[config.mk]
export PLATFORM = sky130hd
export DESIGN_NAME = serial_chunk_adder
export DESIGN_NICKNAME = d
export VERILOG_FILES = /design/src/rtl/serial_chunk_adder_pkg.sv /design/src/rtl/serial_chunk_adder_chunk_ripple.sv /design/src/rtl/serial_chunk_adder.sv
export SDC_FILE = /design/constraint.sdc
export NUM_CORES = 1
export LEC_CHECK = 0
export CAP_MARGIN = 10
export CORE_MARGIN = 4
export CORE_UTILIZATION = 45
export DETAILED_ROUTE_END_ITERATION = 16
export PLACE_DENSITY = 0.74
export SYNTH_ARGS = -nofsm -noshare
export SYNTH_HDL_FRONTEND = slang
export SYNTH_HIERARCHICAL = 1
export SYNTH_SLANG_ARGS = --single-unit
export TNS_END_PERCENT = 100
[constraint.sdc]
create_clock -name clk -period 2.3 [get_ports clk]
set_input_delay 0.23 -clock clk [delete_from_list [all_inputs] [get_ports clk]]
set_output_delay 0.23 -clock clk [all_outputs]
set_load 0.1 [all_outputs]
[src/rtl/serial_chunk_adder_pkg.sv]
// serial_chunk_adder_pkg: shared FSM encodings, full-adder cell and config check
package serial_chunk_adder_pkg;

    localparam logic [1:0] IDLE = 2'd0;
    localparam logic [1:0] ADD  = 2'd1;
    localparam logic [1:0] DONE = 2'd2;

    function automatic logic [1:0] full_add(input logic x, input logic y, input logic z);
        return {(x & y) | (z & (x ^ y)), x ^ y ^ z};
    endfunction

    function automatic bit chunk_cfg_ok(input int w, input int c);
        return (w >= 2) && (c >= 1) && (c <= w) && (w % c == 0);
    endfunction

endpackage

[src/rtl/serial_chunk_adder_chunk_ripple.sv]
// chunk_ripple: combinational CHUNK-bit ripple chain of full adders
module chunk_ripple
    import serial_chunk_adder_pkg::*;
#(
    parameter int CHUNK = 2
) (
    input  logic [CHUNK-1:0] a_c,
    input  logic [CHUNK-1:0] b_c,
    input  logic             c_in,
    output logic [CHUNK-1:0] s_c,
    output logic             c_out
);
    logic [CHUNK:0] c;

    assign c[0]  = c_in;
    assign c_out = c[CHUNK];

    for (genvar i = 0; i < CHUNK; i++) begin : g_fa
        assign {c[i+1], s_c[i]} = full_add(a_c[i], b_c[i], c[i]);
    end
endmodule

[src/rtl/serial_chunk_adder.sv]
// serial_chunk_adder: multi-cycle WIDTH-bit adder, CHUNK bits per clock.
// Define SERIAL_CHUNK_ADDER_SUB_EN to add the sub_i port (a - b mode).
module serial_chunk_adder
    import serial_chunk_adder_pkg::*;
#(
    parameter int WIDTH = 8,
    parameter int CHUNK = 2
) (
    input  logic             clk,
    input  logic             rst,
    input  logic             start_i,
    input  logic [WIDTH-1:0] a_i,
    input  logic [WIDTH-1:0] b_i,
    input  logic             cin_i,
`ifdef SERIAL_CHUNK_ADDER_SUB_EN
    input  logic             sub_i,
`endif
    output logic             busy_o,
    output logic             done_o,
    output logic [WIDTH:0]   sum_o
);
    localparam int NCHUNK = WIDTH / CHUNK;
    localparam int CW     = (NCHUNK > 1) ? $clog2(NCHUNK) : 1;

    if (!chunk_cfg_ok(WIDTH, CHUNK)) begin : g_bad_cfg
        $error("serial_chunk_adder: WIDTH must be >= 2 and a multiple of CHUNK");
    end

    logic [1:0]       state_q, state_d;
    logic [CW-1:0]    cnt_q, cnt_d;
    logic [WIDTH-1:0] a_q, a_d, b_q, b_d;
    logic             carry_q, carry_d;
    logic [WIDTH:0]   sum_q, sum_d;
    logic [31:0]      base;
    logic [WIDTH-1:0] a_sh, b_sh, mask;
    logic [CHUNK-1:0] s_c;
    logic             c_out;
    logic             sub_en;

`ifdef SERIAL_CHUNK_ADDER_SUB_EN
    assign sub_en = sub_i;
`else
    assign sub_en = 1'b0;
`endif

    // shifting instead of indexed part-selects keeps the select widths exact
    assign base = 32'(cnt_q) * 32'(CHUNK);
    assign a_sh = a_q >> base;
    assign b_sh = b_q >> base;
    assign mask = WIDTH'({CHUNK{1'b1}}) << base;

    chunk_ripple #(.CHUNK(CHUNK)) u_rip (
        .a_c   (a_sh[CHUNK-1:0]),
        .b_c   (b_sh[CHUNK-1:0]),
        .c_in  (carry_q),
        .s_c   (s_c),
        .c_out (c_out)
    );

    always_comb begin
        state_d = state_q;
        cnt_d   = cnt_q;
        a_d     = a_q;
        b_d     = b_q;
        carry_d = carry_q;
        sum_d   = sum_q;
        if (state_q == IDLE && start_i) begin
            a_d     = a_i;
            b_d     = sub_en ? ~b_i : b_i;
            carry_d = sub_en | cin_i;
            sum_d   = '0;
            cnt_d   = '0;
            state_d = ADD;
        end else if (state_q == ADD) begin
            sum_d[WIDTH-1:0] = (sum_q[WIDTH-1:0] & ~mask) | ((WIDTH'(s_c) << base) & mask);
            carry_d          = c_out;
            cnt_d            = cnt_q + CW'(1);
            if (cnt_q == CW'(NCHUNK - 1)) begin
                sum_d[WIDTH] = c_out;
                state_d      = DONE;
            end
        end else if (state_q == DONE) begin
            state_d = IDLE;
        end
    end

    always_ff @(posedge clk or posedge rst) begin
        if (rst) begin
            state_q <= IDLE;
            cnt_q   <= '0;
            a_q     <= '0;
            b_q     <= '0;
            carry_q <= 1'b0;
            sum_q   <= '0;
        end else begin
            state_q <= state_d;
            cnt_q   <= cnt_d;
            a_q     <= a_d;
            b_q     <= b_d;
            carry_q <= carry_d;
            sum_q   <= sum_d;
        end
    end

    assign busy_o = (state_q == ADD);
    assign done_o = (state_q == DONE);
    assign sum_o  = sum_q;
endmodule

Word level (Yosys, flattened, before mapping)
Index checks and enable logic that the tools add are counted.
{"block": "word_totals", "reg_bits": 30, "inputBits": 20, "output_inout_bits": 11, "word_cells": 48}
{"block": "classes", "n_shift": 4, "n_eq_ne": 4, "n_bitwise": 14, "muxes": 11, "reduce_logical": 7, "n_addsub": 1}
{"cell": "9-bit 2-to-1 mux", "count": 2}
{"cell": "8-bit AND", "count": 2}
{"cell": "8-bit by 3-bit >> shifter with 2-bit output", "count": 2}
{"cell": "2-bit 2-to-1 mux", "count": 6}
{"cell": "8-bit inverter", "count": 1}
{"cell": "8-bit OR", "count": 1}
{"cell": "2-bit by 3-bit << shifter with 8-bit output", "count": 1}
{"cell": "2-bit by 3-bit << shifter with 8-bit output (first input constant)", "count": 1}
{"cell": "1-bit AND", "count": 4}
{"cell": "2-bit == test (second input constant)", "count": 2}
{"cell": "2-bit AND reduction", "count": 2}
{"cell": "2-bit nonzero test", "count": 2}
{"cell": "1-bit XOR", "count": 4}
{"cell": "1-bit 2-to-1 mux", "count": 3}
{"cell": "3-bit by 1-bit inequality test with 1-bit output (second input constant)", "count": 1}
{"cell": "3-bit nonzero test", "count": 1}
{"cell": "2-bit by 1-bit adder with 2-bit output (second input constant)", "count": 1}
{"cell": "2-bit by 1-bit == test with 1-bit output (second input constant)", "count": 1}
{"cell": "2-bit logical NOT", "count": 1}
{"cell": "1-bit OR", "count": 2}
{"cell": "1-bit logical AND", "count": 1}

Logic depth before layout (Yosys ltp)
Gate-level depths: netlist of the first run.
{"block": "logic_depth", "word_depth": 10, "ltp_mapped": 8, "mapped_depth_nobuf": 7}

Cells and area by module
Netlist of the first run, hierarchy kept.
{"mod": "serial_chunk_adder", "area_each_um2": 1460.2, "seq_area_each_um2": 750.7, "cells_per_inst": 142, "n_inst": 1}
{"mod": "chunk_ripple", "area_each_um2": 70.1, "seq_area_each_um2": 0.0, "cells_per_inst": 10, "n_inst": 1}

Worst setup path before layout of the first run
OpenSTA, ideal clock, no wires.
{"block": "synth_path", "path_type": "reg-to-reg", "from": "register cnt_q[0]", "to": "register sum_q[3] (netlist: sum_o[3])", "n_path_buf": 1, "arrival_ns": 2.056, "setup_time_ns": 0.123, "required_ns": 2.177, "period_less_slack_ns": 2.178, "stages_incl_launch_ff": 8, "slack_ns": 0.122, "path_cell_list": "dfrtp_1 > buf_6 > mux4_2 > inv_1 > fa_1 > fa_1 > inv_1 > a32o_1"}
{"block": "synth_between", "elab_chain_len": 10, "word_cells_on_any_way": 16, "classes_between": "4 x shift; 2 x mux; 10 x bitwise"}
{"element": "start, declared", "line": "serial_chunk_adder.sv:30", "text": "logic [CW-1:0] cnt_q, cnt_d;"}
{"element": "start signal, assigned", "line": "serial_chunk_adder.sv:97", "text": "cnt_q <= cnt_d;"}
{"element": "8-bit by 3-bit >> shifter with 2-bit output *", "line": "serial_chunk_adder.sv:48", "text": "assign a_sh = a_q >> base;"}
{"element": "net a_sh[0]", "line": "serial_chunk_adder.sv:35", "text": "logic [WIDTH-1:0] a_sh, b_sh, mask;"}
{"element": "1-bit XOR", "line": "serial_chunk_adder_pkg.sv:9", "text": "return {(x & y) | (z & (x ^ y)), x ^ y ^ z};"}
{"element": "1-bit AND", "line": "serial_chunk_adder_pkg.sv:9"}
{"element": "1-bit OR *", "line": "serial_chunk_adder_pkg.sv:9"}
{"element": "1-bit XOR *", "line": "serial_chunk_adder_pkg.sv:9"}
{"element": "net s_c[1]", "line": "serial_chunk_adder.sv:36", "text": "logic [CHUNK-1:0] s_c;"}
{"element": "2-bit by 3-bit << shifter with 8-bit output *", "line": "serial_chunk_adder.sv:75", "text": "sum_d[WIDTH-1:0] = (sum_q[WIDTH-1:0] & ~mask) | ((WIDTH'(s_c) << base) & mask);"}
{"element": "8-bit AND *", "line": "serial_chunk_adder.sv:75"}
{"element": "8-bit OR *", "line": "serial_chunk_adder.sv:75"}
{"element": "9-bit 2-to-1 mux *", "line": "serial_chunk_adder.sv:74", "text": "end else if (state_q == ADD) begin"}
{"element": "9-bit 2-to-1 mux *", "line": "serial_chunk_adder.sv:67", "text": "if (state_q == IDLE && start_i) begin"}
{"element": "end signal, assigned", "line": "serial_chunk_adder.sv:101", "text": "sum_q <= sum_d;"}
{"element": "end, declared", "line": "serial_chunk_adder.sv:33", "text": "logic [WIDTH:0] sum_q, sum_d;"}
The timed path passes the listed nets; every way through them passes the cells marked *. The select of a mux whose other input is x is not followed.
A chain may end at the register's enable or synchronous reset.

Worst setup path in the final report of the first run
Same ends and word-level chain as after synthesis.

==> flow_summary.toml, run 1 <==
[routing]
dr_wl_met2_um = 1416
vias = 1118
drt-met1-wl_um = 1221
dr.pass1.iters = 4
routed_wl_um = 2862
top_layer_used = "met4"
viasPerCell = 4.861
ant_nets = 0
drc_errors = 0
routedWlPerCell_um = 12.44
drt_iter0_drc = 24
wl_met3_um = 178

[layout]
fillCellCount = 308
seq_area_um2 = 752.0
fin_area_mm2 = 0.001918
nets = 214
syn_to_final_growth_pct = 25.35
layout-drive-gt1-share_pct = 17.74
diodes = 0
multiInputGateArea_um2 = 676.9

[setup_path]
reg2reg_slack_ns = 0.14
cp-end-kind = "flip-flop"
worstReg2RegEnd = "sum_o[3]"
required_ns = 2.53
path_class = "reg2reg"
worst_ep_arrival_time_ns = 2.39
startpoint_type = "flip-flop"
worstReg2RegStart = "cnt_q[0]"
rr_worst_depth = 6
path_max_fanout = 4

[synth]
synth_seq_cells = 30
synth_cell_types = 25
synth_seq_area_share_pct = 49.06
synth_nets = 181
yosys.area.top_type = "dfrtp_1"
synth_top_area_share_pct = 49.06
ys_warn_count = 6
syn-cell-area_mm2 = 0.001530
syn_inst = 152
synth.avg_cell_area_um2 = 10.07
synth_area_leaders = "dfrtp_1, nand2_1, mux4_2"

[sta]
final_hold_viol_count = 0
maxSlewViolCount = 0
period_minus_slack_ns = 2.160
setup_viol = 0
rsz0062_at_grt = "no"
hold_slack_ns = 0.2642
relSlewSlack_pct = 59.75
finalSetupTns_ns = 0
max_freq_mhz = 462.9
worstMarginPinSlew_ns = 0.6038
fin_crit_sh_pct = 93.92
fin_skew_ns = 0.007686

[floorplanning]
die_y_um = 66.32
die_area_mm2 = 0.004398
die_width_um = 66.32
initial_core_util_pct = 48.53
core_area_mm2 = 0.003153
rows = 20
io_pins = 31

[outcome]
status = "complete, no violations"

[power_and_ir_drop]
ir_drop_v = 0.0005326
power_density_mw_per_mm2 = 1465
finalPower_mw = 2.810
power_leakage_nw = 0.9554

[global_route]
grt_max_degree = 31
antenna_found_initial = 0
grt_pass1_wl_um = 5057
grtUsageTotal_pct = 15.61
overflow = 0
grt_pass1_vias = 1160

[clocking]
cts_setup_buffers = 0
insertion_delay_ns = 0.34
clockBufferDepth = 2
cts_root_buf = "clkbuf_4"
path_clk_slew_ns = 0.10
tritoncts = "yes"
cts_sinks = 30
cts_buffers = 5
htree_num_levels = 2

[placed_design]
dpl.hpwl_um = 2134
post_dp_cell_area_mm2 = 0.001839
gp_congestion = 0.7665
io_buffers = 30

[hold_path]
hold_class = "in2async"

[flow_run]
cap_viol_max_count = 0
[Yosys cell counts]
cell,instances
nor4b_4,1
nor3_1,1
nand2b_4,1
a21o_1,1
nand3_1,6
a32o_1,2
or2b_1,1
fa_1,2
o21ai_0,4
inv_1,13
mux2i_1,2
buf_2,4
a2bb2oi_1,1
nor2_1,3
and2_2,1
nand2_1,53
and2_4,1
buf_6,3
nand2b_1,1
a21oi_1,5
nor3_2,1
dfrtp_1,30
mux4_2,4
a22o_1,4
ha_1,7
[repair_timing]
action / in CTS / in global routing
hold buffers: 0 / 0
gates resized for setup: 0 / 2
endpoints found under the setup margin: 0 / 1
endpoints found under the hold margin: 0 / 0
[how the worst max path moves through the flow]
| stage | start | endpoint | cells after the start |
|---|---|---|---|
| after floorplan | cnt_q[0] | sum_o[3] | 7 |
| after global placement | cnt_q[0] | sum_o[3] | 6 |
| after detailed placement | cnt_q[0] | sum_o[7] | 7 |
| after CTS | cnt_q[0] | sum_o[7] | 7 |
| after global routing | cnt_q[0] | sum_o[7] | 7 |
| final | cnt_q[0] | sum_o[3] | 6 |
[critical path: stages (launching register included)]
cell and delay [ns]:
dfrtp_2 0.45, mux4_2 0.33, inv_1 0.05, fa_1 0.45, fa_1 0.51, inv_2 0.06, a32o_1 0.21
[layout make-up]
cell class                      instances  share of cell area [%]
Clock buffer                            5                   1.957
Clock inverter                          3                   2.087
Inverter                               13                   2.544
Multi-Input combinational cell        102                   35.29
Sequential cell                        30                   39.20
Tap cell                               44                   2.870
Timing Repair Buffer                   33                   16.05
[layout by cell type (no fill, tap or decap), types with 2 or more instances in the layout]
| cell type | count |
|---|---|
| nand2_1 | 53 |
| dfrtp_1 | 29 |
| clkdlybuf4s50_1 | 19 |
| buf_4 | 13 |
| inv_1 | 12 |
| ha_1 | 7 |
| nand3_1 | 6 |
| a21oi_1 | 5 |
| clkbuf_4 | 5 |
| o21ai_0 | 4 |
| mux4_2 | 4 |
| a22o_1 | 4 |
| nor2_1 | 3 |
| mux2i_1 | 2 |
| a32o_1 | 2 |
| clkinv_2 | 2 |
| fa_1 | 2 |
[sequential cells by signal, indices dropped and copies added, names as in the netlist]
signal and count:
a_q 8, b_q 8, carry_q 1, cnt_q 2, state_q 2, sum_o 9
[kinds of logic (layout without fill, tap and decap cells)]
family / count (synthesis) / in the layout / share of synthesized area (%)
adders and majority gates: 9 / 9 / 8.340
and+or+nand+nor: 70 / 70 / 21.10
buffers and inverters: 20 / 54 / 6.705
muxes: 6 / 6 / 7.196
DFF: 30 / 30 / 49.06
AOI/OAI and AO/OA: 17 / 17 / 7.604
[metrics by stage]
stage	instances	utilization [%]	setup slack [ns]
after CTS	230	60.79	0.1000
after global placement	222	58.33	0.1581
after global routing	230	60.83	0.02769
after detailed placement	222	58.33	0.1026
after floorplan	152	-	0.1215
final	230	60.83	0.1399
[report_power, final]
group	internal [mW]	switching, mW
logic	0.563	0.989
registers	0.730	0.116
clock network	0.225	0.187
total	1.52	1.29
[layer usage]
layer  vias up  track usage (%)
met5         -                0
met2        30            27.26
met3         5            6.293
li1        556                -
met1       527            16.97
met4         0            5.330
No activity file was read; power rests on OpenSTA's default activity.
==> run 2, diff against run 1 <==
ABC_CLOCK_PERIOD_IN_PS = 2300   (was default)
==> results of run 2 <==
The final DEF is identical to that of run 1; final timing and power are the same.
